===== src/rtl/muldiv_unit.sv =====
// Iterative multiply/divide unit with architectural HI/LO registers.
// MULT/MULTU use radix-2 shift-add, DIV/DIVU use restoring division. Both
// operate on unsigned magnitudes, and the result signs are applied on the
// final iteration. MTHI/MTLO write hi/lo directly in one cycle.
//
// Handshake: start is a request that is sampled only while busy=0, and only
// when cancel=0. An accepted MULT..DIVU raises busy on the accepting edge.
// busy falls on the edge that writes hi/lo. done pulses for the single
// cycle after that edge. A request made while busy=1 is ignored, so the
// requester holds the op until busy=0. cancel aborts a run without writing
// hi/lo and without a done pulse.
module muldiv_unit #(
  parameter int N     = 32,
  parameter int CNT_W = 6
) (
  input  logic         clk,
  input  logic         rst,
  input  logic         start,
  input  logic [2:0]   op,
  input  logic [N-1:0] dInA,
  input  logic [N-1:0] dInB,
  input  logic         cancel,
  output logic         busy,
  output logic         done,
  output logic [N-1:0] hi,
  output logic [N-1:0] lo,
  output logic         dbg_state
);

  typedef enum logic {
    IDLE = 1'b0,
    RUN  = 1'b1
  } state_t;

  localparam logic [2:0] OP_MTHI = 3'b100;
  localparam logic [2:0] OP_MTLO = 3'b101;

  state_t state, state_nxt;
  logic   finish;

  // Operand and iteration state latched when an op is accepted.
  logic [2*N:0]   acc;      // guard bit + 2N working bits
  logic [N-1:0]   opnd;     // |A| for multiply, |B| for divide
  logic [CNT_W-1:0] cnt;
  logic           is_div;
  logic           neg_q;    // negate product / quotient
  logic           neg_r;    // negate remainder

  // Decoded requests (a same-edge cancel suppresses any request).
  logic req_md, req_mthi, req_mtlo;
  logic op_signed, sign_a, sign_b, b_zero;
  logic [N-1:0] mag_a, mag_b;

  assign req_md    = start && !cancel && !op[2];
  assign req_mthi  = start && !cancel && (op == OP_MTHI);
  assign req_mtlo  = start && !cancel && (op == OP_MTLO);
  assign op_signed = !op[0];
  assign sign_a    = op_signed && dInA[N-1];
  assign sign_b    = op_signed && dInB[N-1];
  assign b_zero    = (dInB == '0);
  assign mag_a     = sign_a ? -dInA : dInA;
  assign mag_b     = sign_b ? -dInB : dInB;

  assign busy      = (state == RUN);
  assign dbg_state = state;

  // State register.
  always_ff @(posedge clk or posedge rst) begin
    if (rst) state <= IDLE;
    else     state <= state_nxt;
  end

  // Next state: leave RUN on cancel or when the counter reaches N.
  always_comb begin
    state_nxt = state;
    finish    = 1'b0;
    case (state)
      IDLE: if (req_md) state_nxt = RUN;
      RUN: begin
        if (cancel) begin
          state_nxt = IDLE;
        end else if (cnt == CNT_W'(N - 1)) begin
          state_nxt = IDLE;
          finish    = 1'b1;
        end
      end
      default: state_nxt = IDLE;
    endcase
  end

  // One multiply step: conditionally add |A| to the upper half, then shift right.
  logic [N:0]   mul_sum;
  logic [2*N:0] mul_next;
  always_comb begin
    mul_sum  = acc[2*N:N] + {1'b0, opnd};
    mul_next = acc[0] ? {1'b0, mul_sum, acc[N-1:1]} : {1'b0, acc[2*N:1]};
  end

  // One restoring-divide step: shift left, trial subtract, keep if non-negative.
  logic [2*N:0] div_shift;
  logic [N:0]   div_trial;
  logic         div_ge;
  logic [2*N:0] div_next;
  always_comb begin
    div_shift = {acc[2*N-1:0], 1'b0};
    div_ge    = (div_shift[2*N:N] >= {1'b0, opnd});
    div_trial = div_shift[2*N:N] - {1'b0, opnd};
    div_next  = div_ge ? {div_trial, div_shift[N-1:1], 1'b1}
                       : {div_shift[2*N:1], 1'b0};
  end

  // Final-step result with sign fixup applied.
  logic [2*N:0]   iter_next;
  logic [2*N-1:0] prod, prod_fix;
  logic [N-1:0]   quot, rem, res_hi, res_lo;
  logic           unused_guard;
  always_comb begin
    iter_next    = is_div ? div_next : mul_next;
    unused_guard = iter_next[2*N];
    prod         = iter_next[2*N-1:0];
    prod_fix     = neg_q ? -prod : prod;
    quot         = neg_q ? -iter_next[N-1:0] : iter_next[N-1:0];
    rem          = neg_r ? -iter_next[2*N-1:N] : iter_next[2*N-1:N];
    res_hi       = is_div ? rem  : prod_fix[2*N-1:N];
    res_lo       = is_div ? quot : prod_fix[N-1:0];
  end

  // Datapath: op acceptance, MTHI/MTLO writes, iteration, and result write-back.
  always_ff @(posedge clk or posedge rst) begin
    if (rst) begin
      acc    <= '0;
      opnd   <= '0;
      cnt    <= '0;
      is_div <= 1'b0;
      neg_q  <= 1'b0;
      neg_r  <= 1'b0;
      hi     <= '0;
      lo     <= '0;
      done   <= 1'b0;
    end else begin
      done <= finish;
      if (state == IDLE) begin
        if (req_md) begin
          is_div <= op[1];
          cnt    <= '0;
          if (op[1]) begin
            acc   <= {1'b0, {N{1'b0}}, mag_a};
            opnd  <= mag_b;
            // A zero divisor leaves the quotient as all-ones. The remainder
            // fixup already restores the raw dividend.
            neg_q <= (sign_a ^ sign_b) && !b_zero;
            neg_r <= sign_a;
          end else begin
            acc   <= {1'b0, {N{1'b0}}, mag_b};
            opnd  <= mag_a;
            neg_q <= sign_a ^ sign_b;
            neg_r <= 1'b0;
          end
        end else if (req_mthi) begin
          hi <= dInA;
        end else if (req_mtlo) begin
          lo <= dInA;
        end
      end else if (!cancel) begin
        acc <= iter_next;
        cnt <= cnt + CNT_W'(1);
        if (finish) begin
          hi <= res_hi;
          lo <= res_lo;
        end
      end
    end
  end

endmodule


===== config.mk =====
export PLATFORM = sky130hd
export DESIGN_NAME = muldiv_unit
export DESIGN_NICKNAME = d
export VERILOG_FILES = /design/src/rtl/muldiv_unit.sv
export SDC_FILE = /design/constraint.sdc
export NUM_CORES = 1
export LEC_CHECK = 0
export CORE_ASPECT_RATIO = 0.75
export CORE_MARGIN = 3
export CORE_UTILIZATION = 52
export CTS_CLUSTER_DIAMETER = 40
export DETAILED_ROUTE_END_ITERATION = 16
export PLACE_DENSITY = 0.76
export SKIP_CTS_REPAIR_TIMING = 1
export SLEW_MARGIN = 25
export SYNTH_ARGS = -nofsm -noshare
export SYNTH_HDL_FRONTEND = slang
export SYNTH_SLANG_ARGS = --single-unit

===== constraint.sdc =====
create_clock -name clk -period 6.2 [get_ports clk]
set_input_delay 1.55 -clock clk [delete_from_list [all_inputs] [get_ports clk]]
set_output_delay 1.55 -clock clk [all_outputs]
set_load 0.02 [all_outputs]

Word level (Yosys, flattened, before mapping)
Cells that the tools add are included.
{"block": "word_totals", "reg_bits": 172}
{"block": "op_classes", "addsub": 8, "n_lt_le_gt_ge": 1, "eq_ne": 7, "mux": 38, "bitwise": 2, "reduce_logical": 19}
{"operator": "32-bit 2-to-1 mux", "n": 19}
{"operator": "65-bit 2-to-1 mux", "n": 5}
{"operator": "64-bit 2-to-1 mux", "n": 2}
{"operator": "32-bit negation", "n": 4}
{"operator": "64-bit negation", "n": 1}
{"operator": "33-bit by 32-bit adder with 33-bit output", "n": 1}
{"operator": "33-bit by 32-bit >= comparator with 1-bit output", "n": 1}
{"operator": "33-bit by 32-bit subtractor with 33-bit output", "n": 1}
{"operator": "32-bit logical NOT", "n": 1}
{"operator": "6-bit 2-to-1 mux", "n": 3}
{"operator": "1-bit 2-to-1 mux", "n": 8}
{"operator": "1-bit logical AND", "n": 7}
{"operator": "6-bit by 1-bit adder with 6-bit output, second input constant", "n": 1}
{"operator": "3-bit == test, second input constant", "n": 2}
{"operator": "6-bit by 5-bit == test with 1-bit output, second input constant", "n": 1}
{"operator": "2-bit != test, second input constant", "n": 3}
{"operator": "2-bit nonzero test", "n": 3}
{"operator": "5-bit AND reduction", "n": 1}
{"operator": "1-bit logical NOT", "n": 4}
{"operator": "2-bit AND reduction", "n": 2}
{"operator": "4-bit AND reduction", "n": 1}
{"operator": "2-bit by 1-bit != test with 1-bit output, second input constant", "n": 1}
{"operator": "1-bit case mux with 2 select lines", "n": 1}
{"operator": "1-bit inverter", "n": 1}
{"operator": "1-bit XOR", "n": 1}

Longest topological paths before layout
{"block": "logic_depth", "word_depth": 9, "depth_mapped": 22, "mapped_depth_nobuf": 19}

Worst setup path before layout
OpenSTA, ideal clock, no wires.
{"block": "synth_timing", "path_type": "input-to-reg", "startpoint": "in dInA[8]", "endpoint": "reg acc[29]", "t_arrival_ns": 4.252, "required_time_ns": 6.071, "path_slack_ns": 1.820, "cell_stages": 12, "n_path_buf": 0, "cell_sequence": "or4_1 > nor3_1 > nor2b_1 > nand2_1 > or4_1 > nor4_1 > nand3b_1 > o41ai_1 > xor2_1 > a21oi_1 > o21ai_0 > o21ai_1"}
{"block": "synth_between", "elab_chain_cells": 5}
{"item": "start: declaration", "line_no": "20", "rtl": "input logic [N-1:0] dInA,"}
{"item": "32-bit negation", "line_no": "61", "rtl": "assign mag_a = sign_a ? -dInA : dInA;"}
{"item": "32-bit 2-to-1 mux", "line_no": "61"}
{"item": "32-bit 2-to-1 mux", "line_no": "146", "rtl": "if (op[1]) begin"}
{"item": "65-bit 2-to-1 mux", "line_no": "143", "rtl": "if (req_md) begin"}
{"item": "65-bit 2-to-1 mux", "line_no": "142", "rtl": "if (state == IDLE) begin"}
{"item": "end signal: assignment", "line_no": "147", "rtl": "acc <= {1'b0, {N{1'b0}}, mag_a};"}
{"item": "end signal: assignment", "line_no": "154", "rtl": "acc <= {1'b0, {N{1'b0}}, mag_b};"}
{"item": "end signal: assignment", "line_no": "165", "rtl": "acc <= iter_next;"}
{"item": "end: declaration", "line_no": "42", "rtl": "logic [2*N:0] acc;"}
No other way between the ends. The select of a mux whose other input is x is not followed.
A chain may end at the register's enable or synchronous reset.

Worst setup path in the final report
{"block": "layout_timing", "startpoint": "reg opnd[24]", "endpoint": "reg hi[22]"}
{"block": "layout_between", "elab_chain_cells": 9}
{"item": "start: declaration", "line_no": "43", "rtl": "logic [N-1:0] opnd;"}
{"item": "start signal: assignment", "line_no": "148", "rtl": "opnd <= mag_b;"}
{"item": "start signal: assignment", "line_no": "155", "rtl": "opnd <= mag_a;"}
{"item": "33-bit by 32-bit >= comparator with 1-bit output (*)", "line_no": "106", "rtl": "div_ge = (div_shift[2*N:N] >= {1'b0, opnd});"}
{"item": "65-bit 2-to-1 mux (*)", "line_no": "108", "rtl": "div_next = div_ge ? {div_trial, div_shift[N-1:1], 1'b1}"}
{"item": "65-bit 2-to-1 mux (*)", "line_no": "118", "rtl": "iter_next = is_div ? div_next : mul_next;"}
{"item": "64-bit negation or 32-bit negation (tied branches)", "line_no": "121, 123"}
{"item": "64-bit 2-to-1 mux or 32-bit 2-to-1 mux (tied branches)", "line_no": "121, 123"}
{"item": "32-bit 2-to-1 mux (*)", "line_no": "124", "rtl": "res_hi = is_div ? rem : prod_fix[2*N-1:N];"}
{"item": "32-bit 2-to-1 mux (*)", "line_no": "167", "rtl": "if (finish) begin"}
{"item": "32-bit 2-to-1 mux (*)", "line_no": "164", "rtl": "end else if (!cancel) begin"}
{"item": "32-bit 2-to-1 mux (*)", "line_no": "142"}
{"item": "end signal: assignment", "line_no": "160", "rtl": "hi <= dInA;"}
{"item": "end signal: assignment", "line_no": "168", "rtl": "hi <= res_hi;"}
{"item": "end: declaration", "line_no": "25", "rtl": "output logic [N-1:0] hi,"}
Mark *: on every way between the ends. The rest lies on a longest branch, timed or not. The select of a mux whose other input is x is not followed.

==> flow_summary.yaml <==
timing:
  whs_ns: 0.497
  slew_viol_final: 0
  fin_crit_sh_pct: 85.1
  fmax_mhz: 190
  rsz0062_at_grt: "no"
  finalHoldViolations: 0
  fin_crit_ns: 5.27
  finClkSkew_ns: 0.0158
  setup_violations: 0
  tightest_slew_ns: 1.03
  tns_ns: 0
  relSlewSlack_pct: 31.3
critical_path:
  r2r-start: "opnd[24]$_DFFE_PP0P_"
  startpoint_type: "flop"
  cp.required_ns: 6.60
  cp-startpoint: "opnd[24]$_DFFE_PP0P_"
  worstSetupPathType: "flop to flop"
  crit_fanout: 9
  critPathCaptureType: "flop"
  cp.arrival_ns: 5.67
place:
  placed_area_um2: 18100
  gp_congestion: 0.994
  hpwl_mm: 47.9
  port_buffers: 137
  dp_cells: 2645
grt:
  grt_pass1_wl_mm: 96.0
  grt_pass1_vias: 16200
  grt-ovfl-total: 0
  track_usage_pct: 36.2
  grt_max_degree: 103
  antenna_found_initial: 0
logic_synthesis:
  synth_edf_count: 0
  synth.area.mux_share_pct: 4.86
  synth_top_family_by_area: "compound AO/OA/AOI/OAI gates"
  synth-xor-area-share_pct: 7.80
  synth_top_flop_cell: "dfrtp_1"
  synthAdderAreaFrac_pct: 5.47
  synth_compound_area_share_pct: 28.0
  synth-seq-cells: 172
  syn_nets: 2350
  yosysUniqueCellTypes: 96
  synthCells: 2208
  yosysSeqAreaShare_pct: 26.1
  synth_area_um2: 16500
  avgSynthCellArea_um2: 7.48
  yosysWarnings: 0
  async_reset_ff_share_pct: 100
  synth-simple-area-share_pct: 22.7
detailed_routing:
  wl_per_cell_um: 23.3
  routed_wl_mm: 62.4
  initialDrtViolationCount: 2285
  vias: 17700
  drc: 0
  avgViaCountPerCell: 6.60
  drtAntennaViolNets: 0
  dr.pass1.iters: 5
cts:
  cts_tree: "yes"
  clk_path_buf_depth: 2
  cts_buffers: 17
  clock-sinks: 172
  cts-root-buf: "clkbuf_16"
  htree_levels: 4
  clk_pin_slew_ns: 0.07
  worstSkewPairLatency_ns: 0.47
cells_and_area:
  syn2layout_area_growth_pct: 14.1
  layout_commonest_cell: "nand2_1"
  diodes: 0
  final_net_count: 2408
  stdcell_area_um2: 18800
  fin_cells: 2677
  final_cell_mix: "nand2_1, a21oi_1, o21ai_0"
  layout-drive-gt1-share_pct: 5.22
power_and_ir_drop:
  ir_drop_mv: 0.288
  power_density_nw_per_um2: 460
  power.total_mw: 8.67
  power.static_leakage_nw: 7.77
floorplanning:
  core_um2: 30700
  die_area_um2: 34000
  ios: 138
  die-width_um: 212
  row_count: 55
  die_y_um: 160
  start_util_pct: 53.8
status:
  run_status: "finished clean"
worst_hold_path:
  hp-class: "flop to flop"
  min_from: "hi[15]$_DFFE_PP0P_"
run:
  timing.max_cap.violations: 0
-- worst max-delay path, stage by stage (launching register included) --
cell      delay [ns]
dfrtp_1         0.46
inv_1           0.07
ha_1            0.45
and4_1          0.34
nand4_1         0.27
or3_4           0.42
o32a_1          0.24
buf_4           0.19
nand4_1         0.11
a31oi_1         0.19
inv_1           0.20
ha_1            0.21
o21ai_0         0.11
a211oi_2        0.39
nor4b_4         0.58
and2_1          0.35
a31oi_1         0.15
or3_1           0.40
nand3_1         0.08
-- final timing paths --
path	slack [ns]	depth (start not counted)	to
hold / removal	0.50	1	hi[15]$_DFFE_PP0P_
max in group asynchronous	3.82	3	busy$_DFF_PP0_
min in group asynchronous	1.41	2	lo[29]$_DFFE_PP0P_
setup reg to reg	0.93	18	hi[22]$_DFFE_PP0P_
setup / recovery	0.93	18	hi[22]$_DFFE_PP0P_
hold reg to reg	0.50	1	hi[15]$_DFFE_PP0P_
-- through the flow --
step           utilization, %  setup WS [ns]
2_1_floorplan               -           1.82
3_3_place_gp             59.1          0.822
3_5_place_dp             59.1          0.865
4_1_cts                  61.3           1.13
5_1_grt                  61.4          0.738
6_report                 61.4          0.926
-- kinds of logic after synthesis --
logic type / count (synthesis)
xor+xnor: 147
flops: 172
compound gates: 755
fa+ha+maj: 71
buf+inv: 208
mux: 79
simple gates: 776
-- area by class of cell --
| class | count | area [um^2] |
|---|---|---|
| Fill cell | 2783 | 11800 |
| Multi-Input combinational cell | 1828 | 11400 |
| Sequential cell | 172 | 4310 |
| Timing Repair Buffer | 171 | 1650 |
| Tap cell | 399 | 499 |
| Clock buffer | 19 | 433 |
| Inverter | 76 | 289 |
| Clock inverter | 12 | 245 |
-- cell usage after synthesis (all sizes together), types with 36 or more instances --
| cell type | number | area (um^2) |
|---|---|---|
| a211oi | 37 | 288 |
| a21oi | 249 | 1250 |
| buf | 36 | 195 |
| clkbuf | 96 | 360 |
| dfrtp | 172 | 4300 |
| ha | 69 | 863 |
| inv | 74 | 278 |
| mux2i | 69 | 691 |
| nand2 | 254 | 956 |
| nand3 | 36 | 185 |
| nor2 | 218 | 818 |
| nor3 | 57 | 302 |
| o21ai | 244 | 1220 |
| xnor2 | 73 | 639 |
| xor2 | 74 | 648 |
-- power breakdown --
group | total [mW] | switching, mW | leakage, nW | internal [mW]
Combinational | 5.53 | 3.48 | 5.28 | 2.05
Sequential | 1.85 | 0.431 | 2.16 | 1.42
Clock | 1.29 | 0.498 | 0.327 | 0.794
-- registers in the layout, summed over array words and instances (netlist names) --
name / flops
acc: 65
busy: 1
cnt: 6
done: 1
hi: 32
is_div: 1
lo: 32
neg_q: 1
neg_r: 1
opnd: 32
-- layer usage --
metal  part of all wire [%]  global-route usage (%)  wire, um  vias up
met5                      0                       0         0        -
met4                    2.7                    9.74      1710        0
met3                     10                    8.16      6530      121
met2                     42                    52.0     26100      975
met1                     45                    54.4     28000     8452
li1                       -                       -         -     8108
Power figures use the tool's default switching activity.
